## src/rtl/fifo_arb_pkg.sv

```systemverilog
// Shared definitions for the FIFO write arbiter and its round-robin picker.
// Contents: FSM state encoding, statistics counter width, ring-index helper.
package fifo_arb_pkg;

  localparam logic [0:0] ARB  = 1'b0;
  localparam logic [0:0] LOCK = 1'b1;

  localparam int unsigned STAT_WIDTH = 16;

  // (idx + 1) mod n for idx already in [0, n-1]; avoids a real divider
  function automatic int unsigned next_idx(input int unsigned idx, input int unsigned n);
    return (idx + 1 >= n) ? 0 : idx + 1;
  endfunction

endpackage

```

## src/rtl/fifo_wr_arb_rr_pick.sv

```systemverilog
// Combinational round-robin picker: first valid index searched cyclically
// starting at rr_ptr.
// Ports: req_valid (per-requester valid), rr_ptr (search start, < NUM_REQ),
//        winner (selected index), any_valid (at least one valid).
module rr_pick #(
  parameter int unsigned NUM_REQ  = 4,
  parameter int unsigned ID_WIDTH = $clog2(NUM_REQ)
) (
  input  logic [NUM_REQ-1:0]  req_valid,
  input  logic [ID_WIDTH-1:0] rr_ptr,
  output logic [ID_WIDTH-1:0] winner,
  output logic                any_valid
);

  // Ring search; the first hit in offset order is kept
  always_comb begin
    int unsigned idx;
    idx       = 0;
    winner    = '0;
    any_valid = 1'b0;
    for (int unsigned k = 0; k < NUM_REQ; k++) begin
      idx = 32'(rr_ptr) + k;
      if (idx >= NUM_REQ) idx = idx - NUM_REQ;
      if (!any_valid && req_valid[ID_WIDTH'(idx)]) begin
        winner    = ID_WIDTH'(idx);
        any_valid = 1'b1;
      end
    end
  end

endmodule

```

## src/rtl/fifo_wr_arb.sv

```systemverilog
// Round-robin write arbiter in front of a FIFO write port. A granted producer
// may hold the port for up to MAX_BURST beats; each word is tagged with the
// source ID in its MSBs.
// Ports: clk, rst_n (async active-low), req_valid/req_data/req_ready
//        (producer handshakes), fifo_din/fifo_wr_en/fifo_full (FIFO write
//        side), arb_busy (burst lock held).
// Optional: FIFO_ARB_STATS_EN adds stat_clr and stat_cnt (per-producer
//        16-bit saturating beat counters).
module fifo_wr_arb
  import fifo_arb_pkg::*;
#(
  parameter int unsigned NUM_REQ    = 4,
  parameter int unsigned DATA_WIDTH = 16,
  parameter int unsigned MAX_BURST  = 4,
  parameter int unsigned ID_WIDTH   = $clog2(NUM_REQ)
) (
  input  logic                           clk,
  input  logic                           rst_n,
  input  logic [NUM_REQ-1:0]             req_valid,
  input  logic [NUM_REQ*DATA_WIDTH-1:0]  req_data,
  output logic [NUM_REQ-1:0]             req_ready,
  output logic [ID_WIDTH+DATA_WIDTH-1:0] fifo_din,
  output logic                           fifo_wr_en,
  input  logic                           fifo_full,
  output logic                           arb_busy
`ifdef FIFO_ARB_STATS_EN
  ,
  input  logic                           stat_clr,
  output logic [NUM_REQ*STAT_WIDTH-1:0]  stat_cnt
`endif
);

  localparam int unsigned CNT_W = $clog2(MAX_BURST + 1);

  logic [0:0]          state, state_n;
  logic [ID_WIDTH-1:0] rr_ptr, rr_ptr_n;
  logic [ID_WIDTH-1:0] owner, owner_n;
  logic [CNT_W-1:0]    beat_cnt, beat_cnt_n;

  logic [ID_WIDTH-1:0] winner;
  logic                any_valid;
  logic [ID_WIDTH-1:0] grantee;
  logic                granted;
  logic                xfer;

  rr_pick #(
    .NUM_REQ  (NUM_REQ),
    .ID_WIDTH (ID_WIDTH)
  ) u_pick (
    .req_valid (req_valid),
    .rr_ptr    (rr_ptr),
    .winner    (winner),
    .any_valid (any_valid)
  );

  // Grant and handshake decode; everything is gated low while in reset
  always_comb begin
    grantee    = (state == LOCK) ? owner : winner;
    granted    = (state == LOCK) || any_valid;
    xfer       = rst_n && granted && req_valid[grantee] && !fifo_full;
    req_ready  = '0;
    if (rst_n && granted && !fifo_full) req_ready[grantee] = 1'b1;
    fifo_wr_en = xfer;
    fifo_din   = '0;
    if (rst_n) fifo_din = {grantee, req_data[32'(grantee)*DATA_WIDTH +: DATA_WIDTH]};
    arb_busy   = rst_n && (state == LOCK);
  end

  // Next-state logic
  always_comb begin
    state_n    = state;
    rr_ptr_n   = rr_ptr;
    owner_n    = owner;
    beat_cnt_n = beat_cnt;
    case (state)
      ARB: begin
        if (xfer) begin
          if (MAX_BURST == 1) begin
            rr_ptr_n = ID_WIDTH'(next_idx(32'(winner), NUM_REQ));
          end else begin
            state_n    = LOCK;
            owner_n    = winner;
            beat_cnt_n = CNT_W'(1);
          end
        end
      end
      default: begin
        // Owner dropping valid frees the port without a transfer
        if (!req_valid[owner]) begin
          state_n    = ARB;
          rr_ptr_n   = ID_WIDTH'(next_idx(32'(owner), NUM_REQ));
          beat_cnt_n = '0;
        end else if (xfer) begin
          if (32'(beat_cnt) + 1 >= MAX_BURST) begin
            state_n    = ARB;
            rr_ptr_n   = ID_WIDTH'(next_idx(32'(owner), NUM_REQ));
            beat_cnt_n = '0;
          end else begin
            beat_cnt_n = beat_cnt + CNT_W'(1);
          end
        end
      end
    endcase
  end

  // State registers
  always_ff @(posedge clk or negedge rst_n) begin
    if (!rst_n) begin
      state    <= ARB;
      rr_ptr   <= '0;
      owner    <= '0;
      beat_cnt <= '0;
    end else begin
      state    <= state_n;
      rr_ptr   <= rr_ptr_n;
      owner    <= owner_n;
      beat_cnt <= beat_cnt_n;
    end
  end

`ifdef FIFO_ARB_STATS_EN
  // Per-producer saturating beat counters; clear wins over increment
  always_ff @(posedge clk or negedge rst_n) begin
    if (!rst_n) begin
      stat_cnt <= '0;
    end else begin
      for (int unsigned i = 0; i < NUM_REQ; i++) begin
        if (stat_clr) begin
          stat_cnt[i*STAT_WIDTH +: STAT_WIDTH] <= '0;
        end else if (xfer && (grantee == ID_WIDTH'(i)) &&
                     (stat_cnt[i*STAT_WIDTH +: STAT_WIDTH] != '1)) begin
          stat_cnt[i*STAT_WIDTH +: STAT_WIDTH] <=
            stat_cnt[i*STAT_WIDTH +: STAT_WIDTH] + STAT_WIDTH'(1);
        end
      end
    end
  end
`else
  // Statistics counters are not built in this configuration
`endif

endmodule

```

## config.mk

```make
export PLATFORM = sky130hd
export DESIGN_NAME = fifo_wr_arb
export DESIGN_NICKNAME = d
export VERILOG_FILES = /design/src/rtl/fifo_arb_pkg.sv /design/src/rtl/fifo_wr_arb_rr_pick.sv /design/src/rtl/fifo_wr_arb.sv
export SDC_FILE = /design/constraint.sdc
export NUM_CORES = 1
export LEC_CHECK = 0
export ABC_AREA = 0
export CAP_MARGIN = 0
export CELL_PAD_IN_SITES_DETAIL_PLACEMENT = 1
export CELL_PAD_IN_SITES_GLOBAL_PLACEMENT = 1
export CORE_ASPECT_RATIO = 1.75
export CORE_MARGIN = 10
export CORE_UTILIZATION = 22
export CTS_BUF_LIST = sky130_fd_sc_hd__clkbuf_2
export DETAILED_ROUTE_END_ITERATION = 8
export MAX_ROUTING_LAYER = met4
export PLACE_DENSITY = 0.95
export REMOVE_ABC_BUFFERS = 1
export SLEW_MARGIN = 20
export SYNTH_ARGS = -nofsm -noshare
export SYNTH_HDL_FRONTEND = slang
export SYNTH_SLANG_ARGS = --single-unit
```

## constraint.sdc

```tcl
create_clock -name clk -period 2.7 [get_ports clk]
set_input_delay 0.54 -clock clk [delete_from_list [all_inputs] [get_ports clk]]
set_output_delay 0.54 -clock clk [all_outputs]
set_load 0.01 [all_outputs]
```

### Word level (Yosys, flattened, before mapping)

Index checks and enable logic that the tools add are counted.

* magnitude comparators: 13
* eq/ne operators: 2
* mux-type cells: 43
* bitwise logic cells: 1
* shift-type cells: 1
* multipliers: 0
* reduce and logical (&&, ||, !) cells: 18
* $add $sub $neg: 10
* div/mod/pow operators: 0

Operator list (number)
* $shiftx 64x7->16: 1
* $mux 2: 13
* $lt 2x3->1 const B: 6
* $mux 18: 1
* $mux 1: 16
* $mux 3: 5
* $bmux 1 s2: 6
* $ge 3x3->1 const B: 4
* $logic_and 1x1->1: 9
* $sub 2x1->2 const B: 4
* $add 2x1->3 const B: 2
* $add 2x2->3 const B: 2
* $add 3x1->4 const B: 1
* $ge 4x3->1 const B: 1
* $logic_not 1->1: 4
* $mux 4: 1
* $reduce_and 2->1: 2
* $add 3x1->3 const B: 1
* $ge 2x3->1 const B: 1
* $reduce_and 3->1: 1
* $demux 1 s2: 1
* $ge 2x1->1 const B: 1
* $ne 2x1->1 const B: 1
* $ne 2x2->1 const B: 1
* other kinds (3): 3

* bits in writable memories: 0
* latch bits: 0
* memories: 0
* flip-flop bits (word level): 8
* memory bits (read-only): 0

### Logic depth before layout (Yosys ltp)

* word-level depth: 22
* mapped depth: 7
* gate-level depth less buffers: 6

### Modules after synthesis

From an unflattened synthesis, not the netlist that was laid out.

* cell total of the unflattened synthesis: 116
* area total of the unflattened synthesis: 1228.7 um^2

By module, submodules not included
* fifo_wr_arb: seq. area each 200.2 um^2, area an instance 1151.1 um^2, cells an instance 101, times used 1
* rr_pick: seq. area each 0.0 um^2, area an instance 77.6 um^2, cells an instance 15, times used 1

### Least setup slack after synthesis

Ideal clock, no wire load.

* path type: in2out
* from: in req_valid[2]
* to: out fifo_din[10]
* data arrival time: 1810 ps
* data required time: 2160 ps
* setup slack: 350 ps
* path buffers: 2
* cell stages on the path: 7
* cells stage by stage: nor2b_1 a2111o_1 o311a_1 buf_6 buf_6 mux2i_1 o22ai_1

* word-level cells in the longest chain between the ends: 15
* elaborated cells between the ends (all ways): 24
* those cells by class: shift (1); mux (17); reduce/logical (6)

Ends and longest elaborated chain
* from (decl): RTL line fifo_wr_arb.sv:19 `input logic [NUM_REQ-1:0] req_valid,`
* $bmux 1 s2: RTL line fifo_wr_arb_rr_pick.sv:24 `if (!any_valid && req_valid[ID_WIDTH'(idx)]) begin`
* $mux 1 (implied by the code): RTL line fifo_wr_arb_rr_pick.sv:24
* $mux 1: RTL line fifo_wr_arb_rr_pick.sv:24
* $logic_not 1->1: RTL line fifo_wr_arb_rr_pick.sv:24
* $logic_and 1x1->1: RTL line fifo_wr_arb_rr_pick.sv:24
* $mux 1: RTL line fifo_wr_arb_rr_pick.sv:24
* $logic_not 1->1: RTL line fifo_wr_arb_rr_pick.sv:24
* $logic_and 1x1->1: RTL line fifo_wr_arb_rr_pick.sv:24
* $mux 1: RTL line fifo_wr_arb_rr_pick.sv:24
* $logic_not 1->1: RTL line fifo_wr_arb_rr_pick.sv:24
* $logic_and 1x1->1: RTL line fifo_wr_arb_rr_pick.sv:24
* $mux 2 *: RTL line fifo_wr_arb_rr_pick.sv:24
* $mux 2 *: RTL line fifo_wr_arb.sv:58 `grantee = (state == LOCK) ? owner : winner;`
* $shiftx 64x7->16 *: RTL line fifo_wr_arb.sv:65 `if (rst_n) fifo_din = {grantee, req_data[32'(grantee)*DATA_WIDTH +: DATA_WIDTH]};`
* $mux 18 *: RTL line fifo_wr_arb.sv:65
* to (decl): RTL line fifo_wr_arb.sv:22 `output logic [ID_WIDTH+DATA_WIDTH-1:0] fifo_din,`

Every way passes the cells marked *; elsewhere a longest branch is shown, timed or not. The select of a mux whose other input is x is not followed.

### Worst setup path in the final report

* from: in req_valid[2]
* to: out fifo_din[14]

The elaborated chain is that of the path after synthesis.

==> results <==
- The number of global-route vias before repair is around 1900.
- The number of different library cells used by synthesis comes to 33.
- The synthesized design contains 8 register bits.
- The root cell of the clock tree is clkbuf_2.
- The smallest clock period supported by the final layout is computed as 2.60 ns.
- The final count of negative-setup-slack endpoints is 0.
- The worst flop-to-flop path startpoint is owner[1].
- For the worst setup path, the data arrival time is a little over 2 ns.
- Power spread over the standard cell area amounts to 911 nW/um2.
- The number of slew-limit violations in the final report is 0.
- The class of the tightest hold or removal check is input port to async pin.
- The setup TNS after final layout is 0 ns.
- The pre-antenna-repair detailed-routing pass consisted of 2 iterations.
- The initial antenna violation count came to 0.
- Clock tree synthesis inserted a total of 3 buffers.
- The run finished with clean final reports.
- A synthesized cell averages 8.51 um2.
- The biggest fanout along the worst timing path is 8.
- Measured along the x axis, the die boundary spans 73.6 um.
- In the final routed layout, each cell accounts on average for approximately 19 um.
- Summed over all nets, the half-perimeter wirelength after detailed placement is around 4.6 mm.
- The maximum single-stage delay on the critical path is about 0.4 ns.
- The first element of the critical path is req_valid[2].
- The depth of the worst register-to-register path is 5.
- The synthesis-to-layout area growth is 108%.
- The number of levels in the clock H-tree is 1.
- The tool flagged a number of max-cap violations equal to 0.
- The total wire length is 5.62 mm.
- The area of placed instances is around 2200 um2.
- The finished layout holds about 300 standard cells, fillers aside.
- The part of the Yosys area used for sequential elements is 0.181.
- The critical path goes through buf_2 > nor2b_4 > a2111o_1 > o311a_4 > buf_12 > mux2i_4 > o22ai_1 > buf_2.
- The worst reg2reg path endpoint is rr_ptr[0].
- The worst setup path is captured at an output pin.
- The CTS tree is done.
- Measured along the y axis, the die boundary spans 114 um.
- The via count normalized by instance count is 5.00.
- The capture point of the critical path is fifo_din[14].
- The placeable core region is 4930 um2.
- The share of the core filled with cells in the final layout is 0.467.
- The fraction of final layout cells with drive strength greater than 1 is 0.283.
- The most numerous cell type found on the critical path is buf_2.
- The top cell types in the final layout, fill and taps aside, are clkdlybuf4s50_1 (66), mux2i_1 (31), buf_2 (20).
- On the critical path the largest part of the delay comes from compound AO/OA/AOI/OAI gates.
- The first global-routing pass estimated 8.88 mm of wire.
- The leading cell type in the layout, fill and taps excluded is clkdlybuf4s50_1.
- Between clock sinks in the finished design, the worst skew comes to 0.0111 ns.
- The total power of the final layout is 0.00210 W.
- The overflow left after global routing is 0.
- The number of hold buffers added after CTS is 0.
- The static leakage is 1.08 nW.
- The number of top-level pins is 95.
- The combined buffer and inverter count along the critical path is 3.
- The total number of vias is 1490.
- The standard cell with the maximum stage delay on the critical path is a2111o_1.
- The critical path is of the input port to output pin type.
- The detail route stage leaves a number of antenna-violating nets equal to 0.
- The worst-case IR drop observed on VDD is ~0.00057 V.
- The final count of hold timing violations is 0.
- The critical path crosses 8 cells after its start point.
- The slew at the pin closest to its max-slew limit is 0.279 ns.
- Measured against its own limit, the worst slew margin works out to 0.811.
- The post-detailed-route DRC marker count is 0.
- The maximum frequency from static timing analysis is 0.385 GHz.
- Routability-driven placement finished with a final weighted congestion of roughly 0.9.
- CTS saw 8 sinks.
- The worst register-to-register path has a setup slack of between 0.9 and 1 ns.
- The cell count after synthesis came out at 130.
- Entering global routing, the biggest net connects 18 pins.
- During placement, the flow inserted port buffers numbering 94.
- Including well taps, the total number of placed cells is slightly below 300.
- Of the available clock period, the critical path in the final layout requires 0.963.
- The initial utilization of the core area, before any placement, comes to 0.224.
- Setup repair after global routing left no endpoint under its margin.
- The area of the die is 8380 um2.
- The floorplan row count is 34.
- The clock slew seen by the registers of the worst setup and hold paths is 0.08 ns.
- The synthesis warning total is 0.
- The repair_antennas step left the layout with diodes totalling 0.
- The critical path required time is 2.16 ns.
- The mapped netlist covers 1110 um2.
- The element type at the critical path start is an input port.
- In the global route stage, overall resource usage came out at 0.135.
- The detailed router finished its first iteration with 69 violations.
- The number of buffers on the longest clock path is 2.
- The count of nets after finishing is 319.
- The total non-filler cell area in the finished layout is 2310 um2.
- Clock latency on the worst-skew pair, taken at its later pin, is 0.25 ns.
worst min path at each step:
stage,cells past startpoint,from,slack [ns],end
2_1_floorplan,0,rst_n,0.24,beat_cnt[0]
3_3_place_gp,1,beat_cnt[1],0.51,beat_cnt[1]
3_5_place_dp,1,beat_cnt[1],0.52,beat_cnt[1]
4_1_cts,2,rst_n,0.50,owner[0]
5_1_grt,2,rst_n,0.50,owner[0]
6_report,2,rst_n,0.49,owner[0]
routing by layer:
metal | global-route usage | vias up | share of wire
met5 | - | - | 0
met3 | 0.0339 | 4 | 0.063
met2 | 0.253 | 73 | 0.55
met1 | 0.132 | 691 | 0.38
li1 | - | 722 | -
met4 | 0.0312 | 0 | 0.0093
sequential cells by signal (all words and copies together) (netlist names):
signal / flops
beat_cnt: 3
owner: 2
rr_ptr: 2
state: 1
area by class of cell:
cell class	instances	area [um2]
fillers	588	2630
inverters	2	7.51
well taps	54	67.6
flip-flops and latches	8	203
multi-input cells	112	913
repair buffers	119	1100
clock buffers	3	15.0
power breakdown:
part,leakage (nW),internal (W),total [W],switching [W]
sequential,0.0980,0.000172,0.000258,0.0000859
combinational,0.966,0.000967,0.00177,0.000802
clock,0.0125,0.0000302,0.0000733,0.0000431
total,1.08,0.00117,0.00210,0.000931
logic make-up (layout without fill, tap and decap cells):
logic type,Yosys count,in the layout,synth area share
compound gates,36,36,0.217
simple gates,38,38,0.178
flops,8,8,0.181
xor+xnor,1,1,0.00792
buf+inv,10,124,0.0634
fa+ha+maj,2,2,0.0226
mux,35,35,0.330
repair_timing:
item / CTS / global route
pin swaps: 6 / 3
buffers inserted: 1 / 0
gates resized for setup: 109 / 8
setup endpoints to repair: 23 / 20
gates cloned: 3 / 0
per-stage QoR:
| stage | hold slack [ns] | setup WS, ns |
|---|---|---|
| detailed placement | 0.521 | -0.767 |
| CTS | 0.497 | 0.000968 |
| global route | 0.501 | 0.00522 |
| global placement | 0.510 | -0.728 |
| finish | 0.494 | 0.101 |
| floorplan | 0.244 | -0.396 |
cell usage after synthesis:
| master | count | area [um2] |
|---|---|---|
| a2111o_1 | 1 | 11.3 |
| mux4_2 | 1 | 22.5 |
| a32o_1 | 1 | 10.0 |
| nor3b_1 | 1 | 7.51 |
| or2b_1 | 1 | 7.51 |
| o41ai_1 | 2 | 17.5 |
| mux2i_1 | 32 | 320 |
| dfrtp_1 | 8 | 200 |
| or4b_1 | 1 | 10.0 |
| inv_1 | 2 | 7.51 |
| and2_1 | 3 | 18.8 |
| nand3_1 | 1 | 5.00 |
| nor2_1 | 11 | 41.3 |
| buf_6 | 4 | 45.0 |
| nand2_2 | 3 | 18.8 |
| nand2_1 | 6 | 22.5 |
| a21o_1 | 2 | 15.0 |
| nor2b_1 | 5 | 31.3 |
| o41a_1 | 1 | 11.3 |
| o22ai_1 | 16 | 100 |
| buf_2 | 2 | 10.0 |
| xor2_1 | 1 | 8.76 |
| mux2_2 | 2 | 22.5 |
| clkbuf_1 | 2 | 7.51 |
| o311a_1 | 1 | 10.0 |
| ha_1 | 2 | 25.0 |
| nand2b_1 | 2 | 12.5 |
| nor3_1 | 3 | 15.0 |
| a21oi_1 | 6 | 30.0 |
| and3_1 | 1 | 6.26 |
| a21boi_0 | 1 | 7.51 |
| o21a_1 | 1 | 7.51 |
| o21ai_0 | 4 | 20.0 |
No activity file was read; power rests on OpenSTA's default activity.
